**src/rtl/pixel_stream_receiver_pkg.sv**
```systemverilog
// Shared pixel/pair types and framing defaults for the dual-pixel RGB stream.
// Pair packing order is {R0,G0,B0,R1,G1,B1}; pixel 0 is the even column.
package pixel_stream_receiver_pkg;

  localparam int PIXEL_W        = 24;
  localparam int PAIR_W         = 48;
  localparam int DEFAULT_WIDTH  = 768;
  localparam int DEFAULT_HEIGHT = 512;

  typedef struct packed {
    logic [7:0] r;
    logic [7:0] g;
    logic [7:0] b;
  } pixel_t;

  typedef struct packed {
    pixel_t p0;
    pixel_t p1;
  } pair_t;

  function automatic pair_t pack_pair(input pixel_t p0, input pixel_t p1);
    pair_t pr;
    pr.p0 = p0;
    pr.p1 = p1;
    return pr;
  endfunction

  function automatic pixel_t unpack_pixel(input pair_t pr, input logic sel);
    return sel ? pr.p1 : pr.p0;
  endfunction

endpackage

```
**src/rtl/pixel_pair_fifo.sv**
```systemverilog
// First-word-fall-through FIFO; dout is the head entry, registered write-to-read latency of one edge.
// Push while full is ignored unless a pop happens on the same edge.
module pixel_pair_fifo #(
  parameter int DEPTH = 16,
  parameter int W     = 48
) (
  input  logic                    core_clk,
  input  logic                    rst,
  input  logic                    push,
  input  logic                    pop,
  input  logic [W-1:0]            din,
  output logic [W-1:0]            dout,
  output logic [$clog2(DEPTH):0]  level,
  output logic                    full,
  output logic                    empty
);

  localparam int AW = $clog2(DEPTH);

  logic [W-1:0]  mem [DEPTH];
  logic [AW-1:0] wr_ptr;
  logic [AW-1:0] rd_ptr;
  logic          do_push;
  logic          do_pop;

  assign empty   = (level == '0);
  assign full    = (level == (AW+1)'(DEPTH));
  assign do_pop  = pop && !empty;
  assign do_push = push && (!full || do_pop);
  assign dout    = mem[rd_ptr];

  // Storage carries no reset: reset only needs to empty the pointers.
  always_ff @(posedge core_clk) begin
    if (do_push) mem[wr_ptr] <= din;
  end

  always_ff @(posedge core_clk or posedge rst) begin
    if (rst) begin
      wr_ptr <= '0;
      rd_ptr <= '0;
      level  <= '0;
    end else begin
      if (do_push) wr_ptr <= wr_ptr + AW'(1);
      if (do_pop)  rd_ptr <= rd_ptr + AW'(1);
      case ({do_push, do_pop})
        2'b10:   level <= level + (AW+1)'(1);
        2'b01:   level <= level - (AW+1)'(1);
        default: level <= level;
      endcase
    end
  end

endmodule

```
**src/rtl/pixel_stream_receiver.sv**
```systemverilog
// Buffers HSYNC-qualified pixel pairs and re-emits one pixel per clock with sol/eol/eof markers.
// First pixel visible the cycle after its push; out_ready low holds the current pixel and markers.
module pixel_stream_receiver
  import pixel_stream_receiver_pkg::*;
#(
  parameter int WIDTH      = DEFAULT_WIDTH,
  parameter int HEIGHT     = DEFAULT_HEIGHT,
  parameter int FIFO_DEPTH = 16
) (
  input  logic                         HCLK,
  input  logic                         HRESET,
  input  logic                         HSYNC,
  input  logic [7:0]                   DATA_R0,
  input  logic [7:0]                   DATA_G0,
  input  logic [7:0]                   DATA_B0,
  input  logic [7:0]                   DATA_R1,
  input  logic [7:0]                   DATA_G1,
  input  logic [7:0]                   DATA_B1,
  output logic                         out_valid,
  input  logic                         out_ready,
  output logic [7:0]                   out_R,
  output logic [7:0]                   out_G,
  output logic [7:0]                   out_B,
  output logic                         out_sol,
  output logic                         out_eol,
  output logic                         out_eof,
  output logic                         frame_done,
  output logic                         overflow,
  output logic [$clog2(FIFO_DEPTH):0]  fifo_level
);

  localparam int CW = $clog2(WIDTH);
  localparam int RW = (HEIGHT > 1) ? $clog2(HEIGHT) : 1;

  pair_t         wr_pair;
  pair_t         head;
  pixel_t        cur;
  logic          sel;
  logic [CW-1:0] col;
  logic [RW-1:0] row;
  logic          full;
  logic          empty;
  logic          accept;
  logic          pop;
  logic          at_eol;
  logic          at_eof;

  assign wr_pair = pack_pair({DATA_R0, DATA_G0, DATA_B0}, {DATA_R1, DATA_G1, DATA_B1});

  pixel_pair_fifo #(
    .DEPTH (FIFO_DEPTH),
    .W     (PAIR_W)
  ) u_fifo (
    .core_clk (HCLK),
    .rst      (HRESET),
    .push     (HSYNC),
    .pop      (pop),
    .din      (wr_pair),
    .dout     (head),
    .level    (fifo_level),
    .full     (full),
    .empty    (empty)
  );

  assign out_valid = !empty;
  assign accept    = out_valid && out_ready;
  assign pop       = accept && sel;
  assign cur       = unpack_pixel(head, sel);
  assign at_eol    = (col == CW'(WIDTH - 1));
  assign at_eof    = at_eol && (row == RW'(HEIGHT - 1));

  // Pixel and markers are forced to zero when idle so nothing stale leaks out after reset.
  assign out_R   = out_valid ? cur.r : 8'd0;
  assign out_G   = out_valid ? cur.g : 8'd0;
  assign out_B   = out_valid ? cur.b : 8'd0;
  assign out_sol = out_valid && (col == '0);
  assign out_eol = out_valid && at_eol;
  assign out_eof = out_valid && at_eof;

  always_ff @(posedge HCLK or posedge HRESET) begin
    if (HRESET) begin
      sel        <= 1'b0;
      col        <= '0;
      row        <= '0;
      frame_done <= 1'b0;
      overflow   <= 1'b0;
    end else begin
      frame_done <= accept && at_eof;
      if (HSYNC && full && !pop) overflow <= 1'b1;
      if (accept) begin
        sel <= ~sel;
        if (at_eol) begin
          col <= '0;
          row <= (row == RW'(HEIGHT - 1)) ? '0 : row + RW'(1);
        end else begin
          col <= col + CW'(1);
        end
      end
    end
  end

endmodule

```
**config.mk**
```make
export PLATFORM = sky130hd
export DESIGN_NAME = pixel_stream_receiver
export DESIGN_NICKNAME = d
export VERILOG_FILES = /design/src/rtl/pixel_stream_receiver_pkg.sv /design/src/rtl/pixel_pair_fifo.sv /design/src/rtl/pixel_stream_receiver.sv
export SDC_FILE = /design/constraint.sdc
export NUM_CORES = 1
export LEC_CHECK = 0
export CORE_MARGIN = 3
export CORE_UTILIZATION = 60
export DETAILED_ROUTE_END_ITERATION = 10
export DONT_BUFFER_PORTS = 1
export HOLD_SLACK_MARGIN = 0.02
export PLACE_DENSITY = 0.73
export SLEW_MARGIN = 20
export SYNTH_ARGS = -nofsm -noshare
export SYNTH_HDL_FRONTEND = slang
export SYNTH_SLANG_ARGS = --single-unit
```
**constraint.sdc**
```tcl
create_clock -name HCLK -period 7.7 [get_ports HCLK]
set_clock_uncertainty 0.1 [all_clocks]
set_input_delay 1.54 -clock HCLK [delete_from_list [all_inputs] [get_ports HCLK]]
set_output_delay 1.54 -clock HCLK [all_outputs]
set_load 0.02 [all_outputs]
```
Word-level counts from Yosys, hierarchy flattened

Memory sizes are Yosys's and may differ from the RTL's.
Cells that the tools add are included.

Flip-flop bits (word level): 35
Bits in writable memories: 768
Input port bits: 52
Output and inout port bits: 35
Logic and storage cells: 49
Memories kept: 1

Memory list:

| memory     | words | width | rd ports | clocked after Yosys merged registers in | wr ports | RTL line              | source |
|---|---|---|---|---|---|---|---|
| u_fifo.mem | 16    | 48    | 1        | 0                                       | 1        | pixel_pair_fifo.sv:20 | `logic [W-1:0] mem [DEPTH];` |

Add/subtract/negate cells: 6
Equality and inequality tests: 5
Muxes and demuxes: 9
Bitwise logic cells: 1
Reduce and logical (&&, ||, !) cells: 19

Operator list:

| operator              | number |
|---|---|
| $mux 24               | 1 |
| $mux 8                | 3 |
| $logic_and 1x1->1     | 11 |
| $add 10x1->10 const B | 1 |
| $eq 10x10->1 const B  | 1 |
| $logic_not 10->1      | 1 |
| $mux 10               | 1 |
| $pmux 5 s2            | 1 |
| $add 9x1->9 const B   | 1 |
| $eq 9x9->1 const B    | 1 |
| $mux 9                | 1 |
| $add 4x1->4 const B   | 2 |
| $add 5x1->5 const B   | 1 |
| $eq 5x5->1 const B    | 1 |
| $logic_not 5->1       | 1 |
| $sub 5x1->5 const B   | 1 |
| $logic_not 1->1       | 3 |
| $eq 2x1->1 const B    | 1 |
| $eq 2x2->1 const B    | 1 |
| $mux 1                | 2 |
| $reduce_and 2->1      | 1 |
| $reduce_bool 2->1     | 1 |
| $logic_or 1x1->1      | 1 |
| $not 1->1             | 1 |

Longest topological paths before layout

Depth after elaboration: 9
Depth in mapped cells: 10
Mapped depth without buffers: 8

Cells and area by module

A second synthesis with hierarchy kept.

Cells, all modules: 1460
Area total of the unflattened synthesis: 31189.9 µm²

By module, submodules not included:

| module                | instances | cells an instance | area an instance (µm²) | seq. area each (µm²) |
|---|---|---|---|---|
| pixel_pair_fifo       | 1         | 1292              | 29650.9                | 23387.4 |
| pixel_stream_receiver | 1         | 168               | 1539.0                 | 550.5 |

Worst setup path before layout

Ideal clock, no wire load.

Kind: input-to-reg
Start: in HSYNC
End: mem u_fifo.mem[3][0], enable pin
Library setup time: 513 ps
Arrival time: 5649 ps
Data required time: 7087 ps
Slack: 1438 ps
Stages on the path: 5
Buffers on the path: 1
Path through: clkbuf_1 -> inv_1 -> a31oi_2 -> nand2_1 -> nor3_1

Cells in the longest elaborated chain, start to end: 3

RTL lines:

| element                      | RTL line                    | source |
|---|---|---|
| from (decl)                  | pixel_stream_receiver.sv:12 | `input logic HSYNC,` |
| $logic_and 1x1->1            | pixel_pair_fifo.sv:29       | `assign do_push = push && (!full \|\| do_pop);` |
| $mux 1                       | pixel_pair_fifo.sv:34       | `if (do_push) mem[wr_ptr] <= din;` |
| $mux 1 (not written as such) | pixel_pair_fifo.sv:34       |  |
| to (decl)                    | pixel_pair_fifo.sv:20       |  |

Every way passes these cells.

Worst setup path in the final report

Start: reg u_fifo.rd_ptr[1]
End: out out_B[2]

Cells in the longest elaborated chain, start to end: 3

RTL lines:

| element                | RTL line                        | source |
|---|---|---|
| from (decl)            | pixel_pair_fifo.sv:22           | `logic [AW-1:0] rd_ptr;` |
| from (signal assigned) | pixel_pair_fifo.sv:44           | `if (do_pop) rd_ptr <= rd_ptr + AW'(1);` |
| $mem_v2 16x48          | -                               |  |
| $mux 24                | pixel_stream_receiver_pkg.sv:29 | `return sel ? pr.p1 : pr.p0;` |
| $mux 8                 | pixel_stream_receiver.sv:75     | `assign out_B = out_valid ? cur.b : 8'd0;` |
| to (decl)              | pixel_stream_receiver.sv:23     | `output logic [7:0] out_B,` |

Every way passes these cells.

==> results.md <==
- Die X-Extent: between 200 and 250 um
- Port bufs: 0
- Syn Inst Count: 1702
- Post-synth cell types: 58
- Slew headroom: 22.9%
- Area leader, netlist: edfxtp_1
- Placement Setup Slack: 3.00 ns
- Placed cell areas: 32400 um2
- First-pass GRT wire length: 105 mm
- Register area share after synthesis: 75.8%
- Hold depth: 1
- Status: completed
- Die area: between 50000 and 60000 um2
- Crit Reg-Reg Endpoint: u_fifo.mem[7][8]$_DFFE_PP_
- Clock latency on the worst-skew pair: roughly 0.60 ns
- Setup violators final: 0
- Reg-to-reg setup timing slack: 3.94 ns
- RD Place Congestion: 0.790
- Cell Rows: 83
- Synth cell count leaders: edfxtp_1 (768), mux2i_1 (285), a22oi_1 (143), nand3_1 (77), clkbuf_1 (52)
- IO Pins: 87
- Initial antenna violation count: 0
- CTS tree: done
- CP Max Fanout: 113
- Clock Pin Slew Worst Setup and Hold Paths: approximately 0.06 ns
- Wire per inst: 28.9 um
- Fin area: 34900 um2
- Slowest CP cell: dfrtp_4
- Reg2Reg Depth: 5
- Worst Path Buf+Inv: 2
- Post-CTS setup repair buffer count: 0
- Synth Area per Inst: ~19 um2
- Peak supply drop: ~0.00033 V
- Grt peak-use layer: met2
- Net Count, Synth: 1765
- Setup crit end kind: output port
- Nets@finish: between 1.5k and 2k
- Fin Setup TNS: 0 ns
- Hold Path Sink: row[7]$_DFFE_PP0P_
- Crit start category: register
- Critical path arrival: 3.73 ns
- CTS max path bufs: 3
- Count leader, synth: edfxtp_1
- Ant. Diodes: 0
- GR Util met3: 5.94%
- Crit Reg-Reg Startpoint: u_fifo.level[1]$_DFFE_PP0P_
- Global routing usage on met1: 33.5%
- Max Transition Viols Final: 0
- Pwr Density: 375 nW/um2
- Final Cycle Share: 69.7%
- Mapped cell area: 31600 um2
- Number of clock sinks: roughly 800
- Largest net degree at the start of global routing: between 100 and 150
- Post-route minimum period: 5.37 ns
- Worst EP required: 6.06 ns
- Hold Crit Class: register to register
- Setup ws final: ~2.3 ns
- Yosys warns: 0
- Hold_sp: row[7]$_DFFE_PP0P_
- Setup Crit Path Kind: register to output port
- ANT nets after route: 0
- Top FF cell, synth: edfxtp_1
- Max Freq: roughly 0.19 GHz
- EDFF count, synth: 768
- Yosys reg bits: 803
- Synth area leaders: edfxtp_1 (73%), mux2i_1 (9.0%), mux4_2 (3.6%)
- Router iterations before antenna repair: 5
- Number of global-route vias before repair: 16.4k
- Layout area overhead: 10.6%
- Routed vias: 16.1k
- Aggregate global routing overflow: 0
- Asr flop ratio synth: 4.36%
- Max incr delay on CP: 0.88 ns
- DRT Wirelength: roughly 70 mm
- HPWL after detailed placement: ~37 mm
- Slew @ Worst Pin: between 1 and 1.5 ns
- Area fraction of the dominant cell type after synthesis: 73.0%
- # hold bufs at CTS: 0
- Fin. Hold Viols: 0
- GRT Overall Usage: between 20 and 30%
- Pleak: around 12 nW
- CP cell instances: buf_12 -> buf_4 -> mux2i_1 -> a22oi_1 -> nand3_1 -> nand4_1
- DRC viols: 0
- Root Buffer: clkbuf_16
- Crit path launch: u_fifo.rd_ptr[1]$_DFFE_PP0N_
- Area of the core: 51700 um2
- Initial DRC count: 1571
- Initial Util: 61.1%
- Number of H-tree levels: 3
- Die Y-Extent: roughly 240 um
- Top cell family by delay on the critical path: buffers and inverters
- Grt met2 use: 42.8%
- Post-CTS resize count: 0
- Share of cells above drive strength 1: about 14%
- RSZ-0062 raised after global routing: false
- CTS buffer count: 79
- Max_cap viols: 0
- Vias/cell: 6.57
## power breakdown
group / internal (W) / switching (W) / leakage, nW
Sequential: 0.00527 / 0.000288 / 7.36
Clock: 0.00217 / 0.00154 / 1.21
Combinational: 0.00136 / 0.00246 / 3.17
## layout by cell type (no fill, tap or decap), types with 3 or more instances in the layout
cell,instances
buf_12,4
o21ai_0,13
a22oi_1,143
nor2_4,13
nor2_1,9
nand3_1,77
clkbuf_16,83
mux2_4,4
clkinv_1,12
nand4_1,27
nand2b_1,8
nor3_1,3
ha_1,11
bufinv_16,5
xor2_1,6
buf_4,28
o31ai_1,7
clkbuf_1,20
mux2i_1,285
inv_6,3
nor3_2,4
mux4_2,50
inv_1,9
nand2_1,44
a21oi_4,3
dfrtp_1,32
xnor2_1,10
o211ai_1,3
edfxtp_1,768
mux2_2,26
or3_1,3
clkbuf_8,4
clkinv_2,9
o221ai_1,3
## how the worst max path moves through the flow
stage,end,slack [ns],cells past startpoint
floorplan,u_fifo.mem[3][0]$_DFFE_PP_,1.44,5
global placement,out_B[2],3.03,6
detailed placement,out_B[2],3.00,6
CTS,out_B[2],2.36,6
global route,out_B[2],2.17,6
finish,out_B[2],2.33,6
## flip-flops by register name (all words and copies together) (netlist names)
signal and cells:
u_fifo.level 5, overflow 1, u_fifo.rd_ptr 4, sel 1, u_fifo.mem 768, col 10
u_fifo.wr_ptr 4, frame_done 1, row 9
## metrics by stage
| stage | power, W | cells | hold slack (ns) | util (%) |
|---|---|---|---|---|
| floorplan | 0.00828 | 1702 | 0.365 | - |
| global placement | 0.00937 | 2317 | 0.389 | 62.7 |
| global route | 0.0135 | 2453 | 0.421 | 67.5 |
| detailed placement | 0.00945 | 2317 | 0.395 | 62.7 |
| CTS | 0.0131 | 2453 | 0.403 | 67.5 |
| finish | 0.0131 | 2453 | 0.409 | 67.5 |
## final cells by class
cell class	instances	area, um2
clock buffer	107	2210
clock inverter	29	267
fill	3299	16800
inverter	9	33.8
multi-input combinational	793	7330
sequential	803	23900
tap	680	851
timing repair buffer	32	290
## cells by family after synthesis
kind of cell             count (synthesis)  synth area share (%)
XOR/XNOR                                16                 0.444
multiplexers                           365                  13.7
AO/OA/AOI/OAI                          189                  4.47
adder cells (fa/ha/maj)                 11                 0.436
buffers and inverters                  106                  1.56
AND/OR/NAND/NOR                        212                  3.57
flip-flops                             803                  75.8
## metal layers
| metal | vias to the layer above | share of wire [%] |
|---|---|---|
| met4 | 0 | 3.0 |
| met5 | - | 0 |
| li1 | 6928 | - |
| met2 | 675 | 51 |
| met3 | 160 | 7.8 |
| met1 | 8356 | 39 |
No activity file was read; power rests on OpenSTA's default activity.
